$ cat src/rtl/hist_eq_pkg.sv
// Shared types and default parameter values for the histogram-equalizer video path.
package hist_eq_pkg;

  // Frame scheduler states: waiting for enable, hunting for SOF, forwarding a frame.
  typedef enum logic [1:0] {
    IDLE   = 2'd0,
    SYNC   = 2'd1,
    ACTIVE = 2'd2
  } sched_state_t;

  // Power-on parameter values, shared with hist_eq_module.
  localparam int HE_DATA_WIDTH   = 8;
  localparam int HE_DEF_CONTRAST = 170;
  localparam int HE_DEF_UPPER    = 250;
  localparam int HE_DEF_LOWER    = 100;
  localparam bit HE_DEF_THR_EN   = 1'b1;

  // Counter width able to hold 0..n-1, never narrower than one bit.
  function automatic int cnt_width(input int n);
    return (n > 1) ? $clog2(n) : 1;
  endfunction

endpackage

$ cat src/rtl/hist_eq_geom_cnt.sv
// Column/row position tracker for the forwarded pixel stream, with end-of-line,
// end-of-frame and geometry-error decode. All decode outputs are qualified by beat.
module hist_eq_geom_cnt
  import hist_eq_pkg::*;
#(
  parameter int WIDTH  = 1280,
  parameter int HEIGHT = 1024
) (
  input  logic clk,
  input  logic rst,
  input  logic beat,           // forwarded beat this cycle
  input  logic sof,            // tuser of the current beat
  input  logic tlast,          // tlast of the current beat
  input  logic active,         // scheduler is inside a frame
  output logic eof,            // this beat completes the frame
  output logic err_eol_early,  // tlast before the last column
  output logic err_eol_late,   // last column reached without tlast
  output logic err_sof_early   // SOF in the middle of a frame
);

  localparam int CW = cnt_width(WIDTH);
  localparam int RW = cnt_width(HEIGHT);
  localparam logic [CW-1:0] LAST_COL = CW'(WIDTH - 1);
  localparam logic [RW-1:0] LAST_ROW = RW'(HEIGHT - 1);

  logic [CW-1:0] col_q, col_d, eff_col;
  logic [RW-1:0] row_q, row_d, eff_row;
  logic          restart, last_col, eol;

  // Position of the current beat (a mid-frame SOF counts as col 0 of a new frame) and next position.
  // NOTE: every signal driven here gets a default first so no path can infer a latch.
  always_comb begin
    restart       = 1'b0;
    eff_col       = col_q;
    eff_row       = row_q;
    last_col      = 1'b0;
    eol           = 1'b0;
    eof           = 1'b0;
    err_eol_early = 1'b0;
    err_eol_late  = 1'b0;
    err_sof_early = 1'b0;
    col_d         = col_q;
    row_d         = row_q;
    if (beat) begin
      restart = sof && active && ((col_q != '0) || (row_q != '0));
      if (restart) begin
        eff_col = '0;
        eff_row = '0;
      end
      last_col      = (eff_col == LAST_COL);
      eol           = tlast || last_col;
      eof           = eol && (eff_row == LAST_ROW);
      err_eol_early = tlast && !last_col;
      err_eol_late  = !tlast && last_col;
      err_sof_early = restart;
      if (eof) begin
        col_d = '0;
        row_d = '0;
      end else if (eol) begin
        col_d = '0;
        row_d = eff_row + RW'(1);
      end else begin
        col_d = eff_col + CW'(1);
        row_d = eff_row;
      end
    end
  end

  // Position registers advance only on forwarded beats.
  // NOTE: sequential state uses non-blocking assignments so every flop samples pre-edge values.
  always_ff @(posedge clk or posedge rst) begin
    if (rst) begin
      col_q <= '0;
      row_q <= '0;
    end else begin
      col_q <= col_d;
      row_q <= row_d;
    end
  end

endmodule

$ cat src/rtl/hist_eq_frame_sched.sv
// Frame-level gate in front of hist_eq_module: forwards only whole frames starting at SOF,
// commits threshold/bound parameters on frame boundaries and reports frame/error status.
module hist_eq_frame_sched
  import hist_eq_pkg::*;
#(
  parameter int DATA_WIDTH   = HE_DATA_WIDTH,
  parameter int WIDTH        = 1280,
  parameter int HEIGHT       = 1024,
  parameter int DEF_CONTRAST = HE_DEF_CONTRAST,
  parameter int DEF_UPPER    = HE_DEF_UPPER,
  parameter int DEF_LOWER    = HE_DEF_LOWER,
  parameter bit DEF_THR_EN   = HE_DEF_THR_EN
) (
  input  logic                  i_sys_clk,
  input  logic                  i_sys_areset,
  input  logic                  cfg_enable,
  input  logic                  cfg_update,
  input  logic [DATA_WIDTH-1:0] cfg_contrast,
  input  logic [DATA_WIDTH-1:0] cfg_upper,
  input  logic [DATA_WIDTH-1:0] cfg_lower,
  input  logic                  cfg_thr_en,
  input  logic                  sts_clr,
  input  logic [DATA_WIDTH-1:0] s_axis_tdata,
  input  logic                  s_axis_tvalid,
  input  logic                  s_axis_tuser,
  input  logic                  s_axis_tlast,
  output logic                  s_axis_tready,
  output logic [DATA_WIDTH-1:0] m_axis_tdata,
  output logic                  m_axis_tvalid,
  output logic                  m_axis_tuser,
  output logic                  m_axis_tlast,
  input  logic                  m_axis_tready,
  output logic [DATA_WIDTH-1:0] contrast_threshold_param,
  output logic [DATA_WIDTH-1:0] upper_bound_param,
  output logic [DATA_WIDTH-1:0] lower_bound_param,
  output logic                  thresholding_en,
  output logic                  sts_busy,
  output logic                  sts_cfg_pending,
  output logic                  sts_frame_done,
  output logic [31:0]           sts_frame_cnt,
  output logic                  sts_err_eol_early,
  output logic                  sts_err_eol_late,
  output logic                  sts_err_sof_early
);

  typedef struct packed {
    logic [DATA_WIDTH-1:0] contrast;
    logic [DATA_WIDTH-1:0] upper;
    logic [DATA_WIDTH-1:0] lower;
    logic                  thr_en;
  } param_t;

  localparam param_t PARAM_DEF = '{
    contrast: DATA_WIDTH'(DEF_CONTRAST),
    upper:    DATA_WIDTH'(DEF_UPPER),
    lower:    DATA_WIDTH'(DEF_LOWER),
    thr_en:   DEF_THR_EN
  };

  sched_state_t state_q, state_d;
  param_t       active_q, shadow_q, cfg_new;
  logic         pending_q;
  logic [31:0]  frame_cnt_q;
  logic [2:0]   err_q, err_ev;
  logic         pass, fwd, sof_beat, frame_end;
  logic         eof, ev_eol_early, ev_eol_late, ev_sof_early;

  // Combinational pass-through datapath; only the handshake is gated.
  assign pass          = (state_q == ACTIVE) || ((state_q == SYNC) && s_axis_tuser);
  assign m_axis_tdata  = s_axis_tdata;
  assign m_axis_tuser  = s_axis_tuser;
  assign m_axis_tlast  = s_axis_tlast;
  assign m_axis_tvalid = s_axis_tvalid && pass;
  assign s_axis_tready = pass ? m_axis_tready : 1'b1;
  assign fwd           = s_axis_tvalid && pass && m_axis_tready;
  assign sof_beat      = fwd && s_axis_tuser;
  assign frame_end     = fwd && eof;
  assign cfg_new       = '{contrast: cfg_contrast, upper: cfg_upper,
                           lower: cfg_lower, thr_en: cfg_thr_en};

  hist_eq_geom_cnt #(
    .WIDTH  (WIDTH),
    .HEIGHT (HEIGHT)
  ) u_geom (
    .clk           (i_sys_clk),
    .rst           (i_sys_areset),
    .beat          (fwd),
    .sof           (s_axis_tuser),
    .tlast         (s_axis_tlast),
    .active        (state_q == ACTIVE),
    .eof           (eof),
    .err_eol_early (ev_eol_early),
    .err_eol_late  (ev_eol_late),
    .err_sof_early (ev_sof_early)
  );

  // Next-state logic: a started frame always runs to its end before enable is honoured.
  always_comb begin
    state_d = state_q;
    case (state_q)
      IDLE: begin
        if (cfg_enable) state_d = SYNC;
      end
      SYNC: begin
        if (sof_beat)         state_d = frame_end ? (cfg_enable ? SYNC : IDLE) : ACTIVE;
        else if (!cfg_enable) state_d = IDLE;
      end
      ACTIVE: begin
        if (frame_end) state_d = cfg_enable ? SYNC : IDLE;
      end
      default: state_d = IDLE;
    endcase
  end

  // State register.
  always_ff @(posedge i_sys_clk or posedge i_sys_areset) begin
    if (i_sys_areset) state_q <= IDLE;
    else              state_q <= state_d;
  end

  // Shadow/active parameters: a same-cycle update on an SOF beat commits straight through.
  always_ff @(posedge i_sys_clk or posedge i_sys_areset) begin
    if (i_sys_areset) begin
      active_q  <= PARAM_DEF;
      shadow_q  <= PARAM_DEF;
      pending_q <= 1'b0;
    end else if (sof_beat) begin
      if (cfg_update) begin
        active_q <= cfg_new;
        shadow_q <= cfg_new;
      end else if (pending_q) begin
        active_q <= shadow_q;
      end
      pending_q <= 1'b0;
    end else if (cfg_update) begin
      shadow_q  <= cfg_new;
      pending_q <= 1'b1;
    end
  end

  // Frame counter and sticky error flags; a new error event wins over a clear.
  assign err_ev = {ev_sof_early, ev_eol_late, ev_eol_early};
  always_ff @(posedge i_sys_clk or posedge i_sys_areset) begin
    if (i_sys_areset) begin
      frame_cnt_q <= '0;
      err_q       <= '0;
    end else begin
      if (frame_end) frame_cnt_q <= frame_cnt_q + 32'd1;
      err_q <= (err_q & ~{3{sts_clr}}) | err_ev;
    end
  end

  assign contrast_threshold_param = active_q.contrast;
  assign upper_bound_param        = active_q.upper;
  assign lower_bound_param        = active_q.lower;
  assign thresholding_en          = active_q.thr_en;
  assign sts_busy                 = (state_q == ACTIVE);
  assign sts_cfg_pending          = pending_q;
  assign sts_frame_done           = frame_end;
  assign sts_frame_cnt            = frame_cnt_q;
  assign sts_err_eol_early        = err_q[0];
  assign sts_err_eol_late         = err_q[1];
  assign sts_err_sof_early        = err_q[2];

endmodule
$ cat config.mk
export PLATFORM = sky130hd
export DESIGN_NAME = hist_eq_frame_sched
export DESIGN_NICKNAME = d
export VERILOG_FILES = /design/src/rtl/hist_eq_pkg.sv /design/src/rtl/hist_eq_geom_cnt.sv /design/src/rtl/hist_eq_frame_sched.sv
export SDC_FILE = /design/constraint.sdc
export NUM_CORES = 1
export LEC_CHECK = 0
export BUFFER_PORTS_ARGS = -buffer_cell sky130_fd_sc_hd__clkbuf_2
export CAP_MARGIN = 20
export CORE_ASPECT_RATIO = 1.25
export CORE_UTILIZATION = 50
export DETAILED_ROUTE_END_ITERATION = 12
export PLACE_DENSITY = 0.73
export REMOVE_ABC_BUFFERS = 1
export SLEW_MARGIN = 40
export SYNTH_ARGS = -nofsm -noshare
export SYNTH_HDL_FRONTEND = slang
export SYNTH_SLANG_ARGS = --single-unit
$ cat constraint.sdc
create_clock -name i_sys_clk -period 5 [get_ports i_sys_clk]
set_clock_uncertainty 0.1 [all_clocks]
set_input_delay 0.25 -clock i_sys_clk [delete_from_list [all_inputs] [get_ports i_sys_clk]]
set_output_delay 0.25 -clock i_sys_clk [all_outputs]
set_load 0.005 [all_outputs]
==> run_results.csv <==
group,metric,value,unit
sta,tns,0,ns
sta,tightest_slew,0.672,ns
clock_tree,clock_latency,0.34,ns
sta,min_period,3.67,ns
clock_tree,clkTransAtPathRegs,0.07,ns
critical_path,critPathRequiredTime,4.65,ns
synthesis,synth_compound_area_share,6.45,%
critical_path,slowest_delay,0.58,ns
grt,grt_max_degree,75,
critical_path,worstSetupPathType,"reg -> out",
clock_tree,cts_sinks,109,
clock_tree,post_cts_buffers,0,
route,vias_per_cell,5.61,
sta,max_freq,0.273,GHz
die,die_x,92.4,um
job,drv_cap,0,
sta,fin_ws,1.33,ns
synthesis,synth_ff_type,"dfrtp_1",
synthesis,synthMuxAreaShare,11.4,%
grt,gr-usage-all-layers,20.5,%
synthesis,ys_seq_elements,109,
critical_path,endpoint_kind,"output port",
final_layout,drive_above_1_share,40.2,%
critical_path,slowest_stage,"nor4b_4",
die,io_pins,117,
power_and_ir_drop,powerDensity,341,mW/mm2
synthesis,yosys_warnings,0,
final_layout,n_antenna_cell,0,
clock_tree,cts_resized,0,
critical_path,path_cells,"nor4_1 -> and4_1 -> a31oi_2 -> nor2b_1 -> ha_1 -> nand3_2 -> nor4_4 -> o21bai_2 -> nor4b_4 -> clkbuf_2",
sta,post-route-period-util,73.3,%
sta,setup_viol,0,
sta,holdWs,0.0139,ns
placed_design,dp_slack,1.60,ns
synthesis,ys_seq_area_share,54.1,%
power_and_ir_drop,leakage,2.68,nW
power_and_ir_drop,ir_drop,154,uV
sta,timing.final.hold_violations,0,
route,first_pass_iters,6,
grt,grt_pass1_wl,17.3,mm
die,die_y,115,um
final_layout,multi_input_area,0.00216,mm2
synthesis,synthCells,434,
die,core_area,0.00976,mm2
synthesis,synthAdderAreaFrac,0.735,%
clock_tree,clk_path_buf_depth,2,
clock_tree,cts_made_buffers,9,
die,start_util,52.3,%
clock_tree,cts_tree,"yes",
route,ant_nets,0,
sta,drv_slew,0,
critical_path,path_max_fanout,10,
worst_hold_path,hold_path_class,"in -> reg",
final_layout,nNetsFinal,570,
synthesis,syn_area_per_cell,11.8,um2
final_layout,areaGrowthSynthToFinish,16.7,%
die,dieArea,0.0106,mm2
final_layout,fillCellCount,808,
route,vias,3678,
critical_path,critPathArrivalTime,3.32,ns
final_layout,seq_area,0.00276,mm2
run_status,status,"finished, final reports clean",
die,row_count,40,
grt,antenna_found_initial,0,
synthesis,netlist_area,0.00510,mm2
synthesis,synth_top_family_by_area,"simple AND/OR/NAND/NOR gates",
synthesis,ys_types,50,
sta,maxSlewHeadroom,55.1,%
critical_path,setup.worst_path.start_class,"flip-flop",
route,drc,0,
synthesis,synthSimpleGateAreaFrac,18.2,%
synthesis,async_reset_ff_share,100,%
placed_design,gp_congestion,0.828,
route,wl,10.2,mm
sta,rsz0062_at_grt,"no",
route,wl_per_cell,15.6,um
final_layout,final_core_util,61.1,%
synthesis,synth_area_leader_cell,"dfrtp_1",
placed_design,port_buffers,100,
grt,overflow,0,
synthesis,synth.area.top_cells,"dfrtp_1, dfstp_2, mux2_2",
grt,grt_pass1_vias,3685,
synthesis,yosysTopAreaCellShare,39.7,%
synthesis,synth_edf_count,0,
synthesis,synth.most_common_cell,"dfrtp_1",
synthesis,synthTopCellsByCount,"dfrtp_1, mux2_2, nand2_1",
route,detailedRoute.firstIterationViolations,216,
clock_tree,cts_max_level,3,
synthesis,synth-xor-area-share,5.49,%
placed_design,dp_hpwl,7.20,mm
clock_tree,clockRootBuffer,"clkbuf_16",
## registers in the layout, indices dropped and copies added, names as in the netlist
signal                    flops
upper_bound_param             8
sts_cfg_pending               1
state_q                       2
u_geom.col_q                 11
err_q                         3
shadow_q                     25
thresholding_en               1
lower_bound_param             8
contrast_threshold_param      8
u_geom.row_q                 10
sts_frame_cnt                32
## cells by family after synthesis
family	Yosys count
AOI/OAI and AO/OA	51
xor gates and xnor gates	32
adders and majority gates	3
buffers and inverters	36
DFF	109
muxes	52
and+or+nand+nor	151
## path summary, 6_finish.rpt
| check | from | to | slack, ns | depth (start not counted) |
|---|---|---|---|---|
| worst max-delay path | u_geom.col_q[3]$_DFFE_PP0P_ | sts_frame_done | 1.33 | 10 |
| worst min-delay path | sts_clr | err_q[1]$_DFF_PP0_ | 0.01 | 2 |
| worst max register to register | u_geom.col_q[3]$_DFFE_PP0P_ | sts_frame_cnt[1]$_DFFE_PP0P_ | 1.63 | 10 |
| worst min register to register | sts_frame_cnt[31]$_DFFE_PP0P_ | sts_frame_cnt[31]$_DFFE_PP0P_ | 0.37 | 1 |
| max in group asynchronous | i_sys_areset | u_geom.col_q[4]$_DFFE_PP0P_ | 3.44 | 4 |
| min in group asynchronous | i_sys_areset | shadow_q[8]$_DFFE_PP0P_ | 0.37 | 3 |
## report_power, final
| group | leakage (nW) | switching (mW) | internal (mW) | total, mW |
|---|---|---|---|---|
| combinational | 1.18 | 0.124 | 0.146 | 0.271 |
| sequential | 1.36 | 0.0625 | 1.02 | 1.08 |
| clock | 0.138 | 0.324 | 0.360 | 0.683 |
## timing repair
action	in CTS	in global routing
endpoints found under the hold margin	27	0
setup endpoints to repair	0	0
hold buffers	1	0
## critical path: cells and delay by family, from the launching register on
kind | cells | cell delay [ns]
buffers and inverters | 1 | 0.21
AND/OR/NAND/NOR | 6 | 1.84
flip-flops | 1 | 0.43
AO/OA/AOI/OAI | 2 | 0.28
adder cells (fa/ha/maj) | 1 | 0.21
## per-stage QoR
step | std cells | instance area, um2 | total power [mW]
after floorplan | 409 | 4960 | 1.24
after global placement | 639 | 5650 | 1.35
after detailed placement | 639 | 5660 | 1.37
final | 656 | 5960 | 2.03
after CTS | 656 | 5960 | 2.06
after global routing | 656 | 5960 | 2.14
## layer usage
metal,up-vias,share of wire (%),track usage (%)
met1,1794,44,26.2
met5,-,0,0
li1,1745,-,-
met4,0,1.7,6.88
met3,15,5.5,4.76
met2,124,48,34.3
## cells in the final DEF, fill, tap and decap left out, types with 2 or more instances in the layout
cell / Yosys / layout
nand2b_1: 5 / 5
inv_1: 11 / 10
a21oi_1: 8 / 8
nand3_1: 18 / 18
and4_1: 6 / 6
xnor2_1: 24 / 24
clkbuf_2: 1 / 100
nor4_1: 5 / 5
and3_1: 13 / 13
nor3_1: 10 / 10
buf_4: 11 / 3
o31ai_1: 4 / 4
clkbuf_16: 0 / 9
o211ai_1: 3 / 3
dfrtp_1: 81 / 81
o21ai_0: 21 / 21
dfstp_2: 28 / 28
nand3b_1: 3 / 3
or3_1: 5 / 5
mux2_2: 51 / 51
or4_1: 3 / 3
xor2_1: 8 / 8
nand2_1: 32 / 32
nand3_2: 2 / 2
inv_6: 0 / 2
a22o_1: 3 / 3
a31oi_1: 3 / 3
and2_1: 8 / 8
nand4_1: 18 / 18
nor4_4: 4 / 4
a32o_1: 2 / 2
ha_1: 3 / 3
clkinvlp_4: 0 / 2
nor2_1: 11 / 11
## area by class of cell
type | instances | share of cell area (%)
multi-input combinational | 289 | 36.2
clock buffer | 10 | 4.01
sequential | 109 | 46.4
timing repair buffer | 105 | 9.13
clock inverter | 6 | 0.882
tap | 126 | 2.65
inverter | 11 | 0.735
Note: power is estimated with default switching activity, not from simulation.
